### config.mk
export PLATFORM = sky130hd
export DESIGN_NAME = polyphase_interpolator
export DESIGN_NICKNAME = d
export VERILOG_FILES = /design/src/rtl/interp_pkg.sv /design/src/rtl/interp_round_sat.sv /design/src/rtl/polyphase_interpolator.sv
export SDC_FILE = /design/constraint.sdc
export NUM_CORES = 1
export LEC_CHECK = 0
export BUFFER_PORTS_ARGS = -buffer_cell sky130_fd_sc_hd__buf_4
export CORE_UTILIZATION = 30
export DETAILED_ROUTE_END_ITERATION = 8
export GPL_TIMING_DRIVEN = 1
export SYNTH_ARGS = -nofsm -noshare
export SYNTH_HDL_FRONTEND = slang
export SYNTH_SLANG_ARGS = --single-unit
export TNS_END_PERCENT = 30
### constraint.sdc
create_clock -name clk -period 8.4 [get_ports clk]
set_input_delay 0.42 -clock clk [delete_from_list [all_inputs] [get_ports clk]]
set_output_delay 0.42 -clock clk [all_outputs]
set_load 0.02 [all_outputs]
### src/rtl/interp_pkg.sv
// Shared types and sizing helpers for the polyphase interpolator.
// The state encoding and the coefficient index math live here so every file sizes things the same way.
package interp_pkg;

  typedef enum logic [1:0] {
    ST_IDLE    = 2'd0,
    ST_COMPUTE = 2'd1,
    ST_EMIT    = 2'd2
  } state_t;

  // One guard bit above the full-precision sum of ntaps products.
  function automatic int acc_width(input int dw, input int cw, input int ntaps);
    return dw + cw + $clog2(ntaps) + 1;
  endfunction

  function automatic int phase_width(input int l);
    return (l > 1) ? $clog2(l) : 1;
  endfunction

  // Bit offset of phase p, tap k inside the packed coefficient vector.
  function automatic int coeff_at(input int p, input int k, input int ntaps, input int cw);
    return (p * ntaps + k) * cw;
  endfunction

endpackage

### src/rtl/interp_round_sat.sv
// Round-half-up, arithmetic right shift and saturation of an accumulator to OUT_WIDTH.
// Purely combinational; ovf_o flags that the saturated value differs from the rounded one.
module interp_round_sat #(
  parameter int ACC_W      = 35,
  parameter int FRAC_SHIFT = 15,
  parameter int OUT_WIDTH  = 16
) (
  input  logic signed [ACC_W-1:0]     acc_i,
  output logic signed [OUT_WIDTH-1:0] data_o,
  output logic                        ovf_o
);

  localparam logic [ACC_W-1:0] HALF = ACC_W'(1) << (FRAC_SHIFT - 1);

  logic signed [ACC_W-1:0] sum_w;
  logic signed [ACC_W-1:0] shr_w;

  assign sum_w = acc_i + $signed(HALF);
  assign shr_w = sum_w >>> FRAC_SHIFT;

  generate
    if (OUT_WIDTH < ACC_W) begin : g_sat
      localparam logic [OUT_WIDTH-1:0] SAT_MAX = {1'b0, {(OUT_WIDTH-1){1'b1}}};
      localparam logic [OUT_WIDTH-1:0] SAT_MIN = {1'b1, {(OUT_WIDTH-1){1'b0}}};
      logic [ACC_W-OUT_WIDTH:0] hi_w;

      // The value fits only if every bit from the output sign bit upward matches.
      assign hi_w   = shr_w[ACC_W-1:OUT_WIDTH-1];
      assign ovf_o  = ~((&hi_w) | (~|hi_w));
      assign data_o = ovf_o ? (shr_w[ACC_W-1] ? SAT_MIN : SAT_MAX) : shr_w[OUT_WIDTH-1:0];
    end else begin : g_wide
      assign ovf_o  = 1'b0;
      assign data_o = OUT_WIDTH'(shr_w);
    end
  endgenerate

endmodule

### src/rtl/polyphase_interpolator.sv
// L-phase polyphase FIR interpolator: one input beat in, L rounded/saturated beats out.
// Valid/ready: a beat transfers on any edge where valid and ready are both high; a source holding valid keeps its data stable.
module polyphase_interpolator
  import interp_pkg::*;
#(
  parameter int DATA_WIDTH  = 16,
  parameter int COEFF_WIDTH = 16,
  parameter int L           = 2,
  parameter int N_TAPS      = 4,
  parameter int FRAC_SHIFT  = 15,
  parameter int OUT_WIDTH   = 16,
  parameter logic [L*N_TAPS*COEFF_WIDTH-1:0] COEFFS =
    128'h0000_0000_4000_4000_0000_0000_0000_7FFF
) (
  input  logic                         clk,
  input  logic                         arst_n,
  input  logic                         bypass,
  input  logic                         ovf_clr,
  input  logic [DATA_WIDTH-1:0]        src_data_in,
  input  logic                         src_valid_in,
  output logic                         src_ready_out,
  output logic [OUT_WIDTH-1:0]         dst_data_out,
  output logic                         dst_valid_out,
  input  logic                         dst_ready_in,
  output logic [phase_width(L)-1:0]    dst_phase_out,
  output logic                         ovf_sticky_out,
  output state_t                       fsm_state_out
);

  localparam int ACC_W = acc_width(DATA_WIDTH, COEFF_WIDTH, N_TAPS);
  localparam int BYP_W = DATA_WIDTH + FRAC_SHIFT + 1;
  localparam int PW    = phase_width(L);
  localparam logic [PW-1:0] LAST_PHASE = PW'(L - 1);

  state_t                        state_q, state_d;
  logic signed [DATA_WIDTH-1:0]  delay_q [N_TAPS];
  logic signed [OUT_WIDTH-1:0]   phase_q [L];
  logic [PW-1:0]                 cnt_q, cnt_d;
  logic                          byp_q;
  logic                          ovf_q, ovf_d;

  logic                          accept;
  logic                          handshake;
  logic                          last_beat;
  logic signed [ACC_W-1:0]       prod_w [L][N_TAPS];
  logic signed [ACC_W-1:0]       acc_w [L];
  logic signed [OUT_WIDTH-1:0]   rs_data [L];
  logic [L-1:0]                  rs_ovf;
  logic signed [BYP_W-1:0]       byp_acc;
  logic signed [OUT_WIDTH-1:0]   byp_data;
  logic                          byp_ovf;

  genvar gp, gk;
  generate
    for (gp = 0; gp < L; gp++) begin : g_phase
      for (gk = 0; gk < N_TAPS; gk++) begin : g_tap
        localparam int OFF = coeff_at(gp, gk, N_TAPS, COEFF_WIDTH);
        assign prod_w[gp][gk] = ACC_W'($signed(COEFFS[OFF +: COEFF_WIDTH])) * ACC_W'(delay_q[gk]);
      end

      interp_round_sat #(
        .ACC_W     (ACC_W),
        .FRAC_SHIFT(FRAC_SHIFT),
        .OUT_WIDTH (OUT_WIDTH)
      ) u_rs (
        .acc_i (acc_w[gp]),
        .data_o(rs_data[gp]),
        .ovf_o (rs_ovf[gp])
      );
    end
  endgenerate

  always_comb begin
    for (int p = 0; p < L; p++) begin
      acc_w[p] = '0;
      for (int k = 0; k < N_TAPS; k++) begin
        acc_w[p] = acc_w[p] + prod_w[p][k];
      end
    end
  end

  // Pre-shifting the sample lets the shared rounder act as a plain sign-extend/saturate.
  assign byp_acc = {delay_q[0][DATA_WIDTH-1], delay_q[0], {FRAC_SHIFT{1'b0}}};

  interp_round_sat #(
    .ACC_W     (BYP_W),
    .FRAC_SHIFT(FRAC_SHIFT),
    .OUT_WIDTH (OUT_WIDTH)
  ) u_rs_byp (
    .acc_i (byp_acc),
    .data_o(byp_data),
    .ovf_o (byp_ovf)
  );

  assign handshake     = (state_q == ST_EMIT) & dst_ready_in;
  assign last_beat     = byp_q | (cnt_q == LAST_PHASE);
  assign src_ready_out = (state_q == ST_IDLE) | ((state_q == ST_EMIT) & last_beat & dst_ready_in);
  assign accept        = src_valid_in & src_ready_out;

  always_comb begin
    state_d = state_q;
    cnt_d   = cnt_q;
    ovf_d   = ovf_q;
    case (state_q)
      ST_IDLE: begin
        if (accept) state_d = ST_COMPUTE;
      end
      ST_COMPUTE: begin
        state_d = ST_EMIT;
      end
      ST_EMIT: begin
        if (handshake) begin
          if (last_beat) begin
            cnt_d   = '0;
            state_d = src_valid_in ? ST_COMPUTE : ST_IDLE;
          end else begin
            cnt_d = cnt_q + PW'(1);
          end
        end
      end
      default: state_d = ST_IDLE;
    endcase
    // Clear wins over a same-cycle saturation.
    if (ovf_clr) begin
      ovf_d = 1'b0;
    end else if ((state_q == ST_COMPUTE) && (byp_q ? byp_ovf : (|rs_ovf))) begin
      ovf_d = 1'b1;
    end
  end

  always_ff @(posedge clk or negedge arst_n) begin
    if (!arst_n) begin
      state_q <= ST_IDLE;
      cnt_q   <= '0;
      byp_q   <= 1'b0;
      ovf_q   <= 1'b0;
      for (int k = 0; k < N_TAPS; k++) delay_q[k] <= '0;
      for (int p = 0; p < L; p++) phase_q[p] <= '0;
    end else begin
      state_q <= state_d;
      cnt_q   <= cnt_d;
      ovf_q   <= ovf_d;
      if (accept) begin
        delay_q[0] <= src_data_in;
        for (int k = 1; k < N_TAPS; k++) delay_q[k] <= delay_q[k-1];
        byp_q <= bypass;
      end
      if (state_q == ST_COMPUTE) begin
        if (byp_q) begin
          phase_q[0] <= byp_data;
        end else begin
          for (int p = 0; p < L; p++) phase_q[p] <= rs_data[p];
        end
      end
    end
  end

  assign dst_valid_out  = (state_q == ST_EMIT);
  assign dst_data_out   = phase_q[cnt_q];
  assign dst_phase_out  = cnt_q;
  assign ovf_sticky_out = ovf_q;
  assign fsm_state_out  = state_q;

endmodule

==> key figures <==
Status
  – Outcome: complete, no violations

Synthesis
  – Syn Inst Count: 931
  – Top cells by count, synth: inv_1, ha_1, fa_1, nand2_1, dfrtp_1
  – Synthesis-stage register bit count: 69
  – Post-synth top area share: 0.2054
  – Net Count, Synth: 1177
  – Asr flop ratio synth: 1.000
  – Post-synth top area cell: ha_1
  – Synth top area cells: ha_1, dfrtp_1, fa_1
  – Number of synthesized flops with an enable pin: 0
  – Post-synth top flop: dfrtp_1
  – Synth unique cells: 57
  – Post-synthesis instance area: 8710 um2
  – Sequential share of the synthesized area: 0.1982
  – Count leader, synth: inv_1
  – Synth warn: 0
  – Avg Cell Area, Syn: 9.355 um2

CTS
  – Clock root cell: clkbuf_16
  – CTS tree: done
  – Hold_buf cts: 0
  – Post-CTS sizing: 0
  – Clock Path Buffers: 2
  – Clock Pin Slew Worst Setup and Hold Paths: 0.06 ns
  – H-tree lvl count: 3
  – Post-CTS Repair Setup Buffers: 0
  – Cts bufs inserted: 9
  – TritonCTS Sinks: 69
  – Clk Latency, worst-skew pair: 0.34 ns

Worst setup path
  – Crit-path max FO: 15
  – Cell mode on critical path: inv_1
  – Slowest cell delay on critical path: 0.61 ns
  – Critical-path top delay cell: a21oi_2
  – Setup crit end kind: flip-flop
  – Cells along the critical path: inv_1 -> fa_1 -> inv_1 -> o21ai_0 -> o21ai_0 -> inv_1 -> fa_1 -> fa_1 -> inv_1 -> fa_1 -> inv_1 -> fa_1 -> inv_1 -> ha_1 -> a211oi_1 -> o21ai_0 -> o211ai_1 -> a21oi_1 -> a21oi_1 -> o211ai_1 -> nand2_1 -> a21oi_2 -> a21oi_1
  – Worst path arrival time: 7.33 ns
  – Worst setup SP type: flip-flop
  – Worst Reg-to-Reg Cells: 23
  – Worst Setup Path Type: reg2reg
  – CP required: 8.58 ns

Floorplanning
  – DIE WIDTH: 172.4 um
  – # rows: 62
  – # IOs: 44
  – CORE AREA: 28630 um2
  – Die H: 172.4 um
  – Die Footprint: 29720 um2
  – Initial Util: 0.3043

Routing
  – Drt wl/cell: 15.85 um
  – Iter 0 DRT Violations: 429
  – Drc violations: 0
  – Routed via count: 6479
  – Via/cell ratio: 4.806
  – Routed WL: 21.36 mm
  – TritonRoute pass-1 iters: 4
  – Antenna Nets Post-Route: 0

Placement
  – Port bufs: 43
  – Final GP Congestion: 0.9492
  – Dpl hpwl: 18.00 mm

STA
  – Period utilization: 0.8516
  – Total Neg Setup Slack: 0 ns
  – Final Hold Fails: 0
  – RSZ-0062 raised after global routing: no
  – Final count of pins violating max slew: 0
  – Tmin final: 7.154 ns
  – Clock Skews: 0.006069 ns
  – Slew @ Worst Pin: 1.034 ns
  – Relative slew slack: 0.3104
  – Final setup vio count: 0
  – Highest clock rate: 139.8 MHz

Cells and area
  – Area delta synth->final: 11.52%
  – Antenna Diode Count: 0
  – Final Net Count: 1205
  – Fraction of layout cells with a size suffix above 1: 0.1151

Global route
  – First-pass GRT wire length: 35.05 mm
  – Initial antenna violation count: 0
  – Global Route Usage Sum: 0.1528
  – Grt ovf: 0
  – Largest net degree at the start of global routing: 70
  – Vias in the first global route: 6596

Min path
  – HP Class: in2async

Run
  – Max cap viols: 0
## sequential cells by signal, summed over array words and instances (netlist names)
signal and cells:
ovf_sticky_out 1, phase_q 32, delay_q 16, byp_q 1, dst_phase_out 1, fsm_state_out 2, byp_acc 16
## area by class of cell
class	count	area, um2
clock buffer	10	229.0
clock inverter	6	87.58
fill	2930	18910
inverter	157	589.3
multi-input combinational	678	6270
sequential	69	1727
tap	384	480.5
timing repair buffer	44	330.3
## through the flow
| step | setup WS [ns] | util | std cells | hold slack (ns) | instance area, um2 |
|---|---|---|---|---|---|
| 2_1_floorplan | 2.146 | - | 931 | 0.1244 | 8710 |
| 3_3_place_gp | 1.450 | 0.3283 | 1332 | 0.4601 | 9397 |
| 3_5_place_dp | 1.282 | 0.3283 | 1332 | 0.4753 | 9397 |
| 4_1_cts | 1.231 | 0.3393 | 1348 | 0.2315 | 9713 |
| 5_1_grt | 0.7044 | 0.3393 | 1348 | 0.2280 | 9713 |
| 6_report | 1.246 | 0.3393 | 1348 | 0.1930 | 9713 |
## per-layer routing
metal / part of all wire / routed length [um] / global-route usage
met1: 0.49 / 10570 / 0.2213
met2: 0.46 / 9840 / 0.2421
met3: 0.037 / 789 / 0.02403
met4: 0.0074 / 159 / 0.02270
met5: 0 / 0 / 0
## placed cells by master (no fill, tap or decap), drive strengths merged, types with 2 or more instances in the layout
cell,count
inv,157
ha,143
fa,81
nand2,75
dfrtp,69
o21ai,69
a21oi,64
buf,44
mux2,34
nand3,31
xnor2,30
xor2,20
nor2,20
a21o,12
clkbuf,10
nand2b,8
nor3,8
o211ai,8
and3,7
a211oi,7
nand4,6
o21bai,6
a31oi,5
or2,4
o31ai,4
nor2b,4
o21a,4
mux2i,3
a2111oi,3
clkinvlp,3
or3,3
o2111ai,2
a211o,2
bufinv,2
o22ai,2
## final timing paths
| kind | slack [ns] | start | end |
|---|---|---|---|
| worst max-delay path | 1.25 | byp_acc[23] | phase_q[20] |
| worst min-delay path | 0.19 | arst_n | phase_q[3] |
| worst max register to register | 1.25 | byp_acc[23] | phase_q[20] |
| worst min register to register | 0.49 | phase_q[4] | phase_q[4] |
| max in group asynchronous | 7.62 | arst_n | delay_q[36] |
| min in group clk | 0.24 | ovf_clr | ovf_sticky_out |
## worst max-delay path: cells and delay by family, from the launching register on
family | cells | cell delay [ns]
simple gates | 1 | 0.17
compound gates | 10 | 2.43
flops | 1 | 0.48
fa+ha+maj | 6 | 3.04
buf+inv | 6 | 0.88
## cells by family (layout without fill, tap and decap cells)
| kind of cell | count (synthesis) | in the layout | share of synthesized area |
|---|---|---|---|
| adders and majority gates | 225 | 225 | 0.3929 |
| AOI/OAI and AO/OA | 196 | 196 | 0.1376 |
| buffers and inverters | 184 | 217 | 0.08231 |
| and+or+nand+nor | 170 | 170 | 0.09122 |
| DFF | 69 | 69 | 0.1982 |
| xor gates and xnor gates | 50 | 50 | 0.05028 |
| muxes | 37 | 37 | 0.04741 |
Power is not shown: default switching activity piles up to over one toggle a cycle in this logic, so the estimate is an artifact.
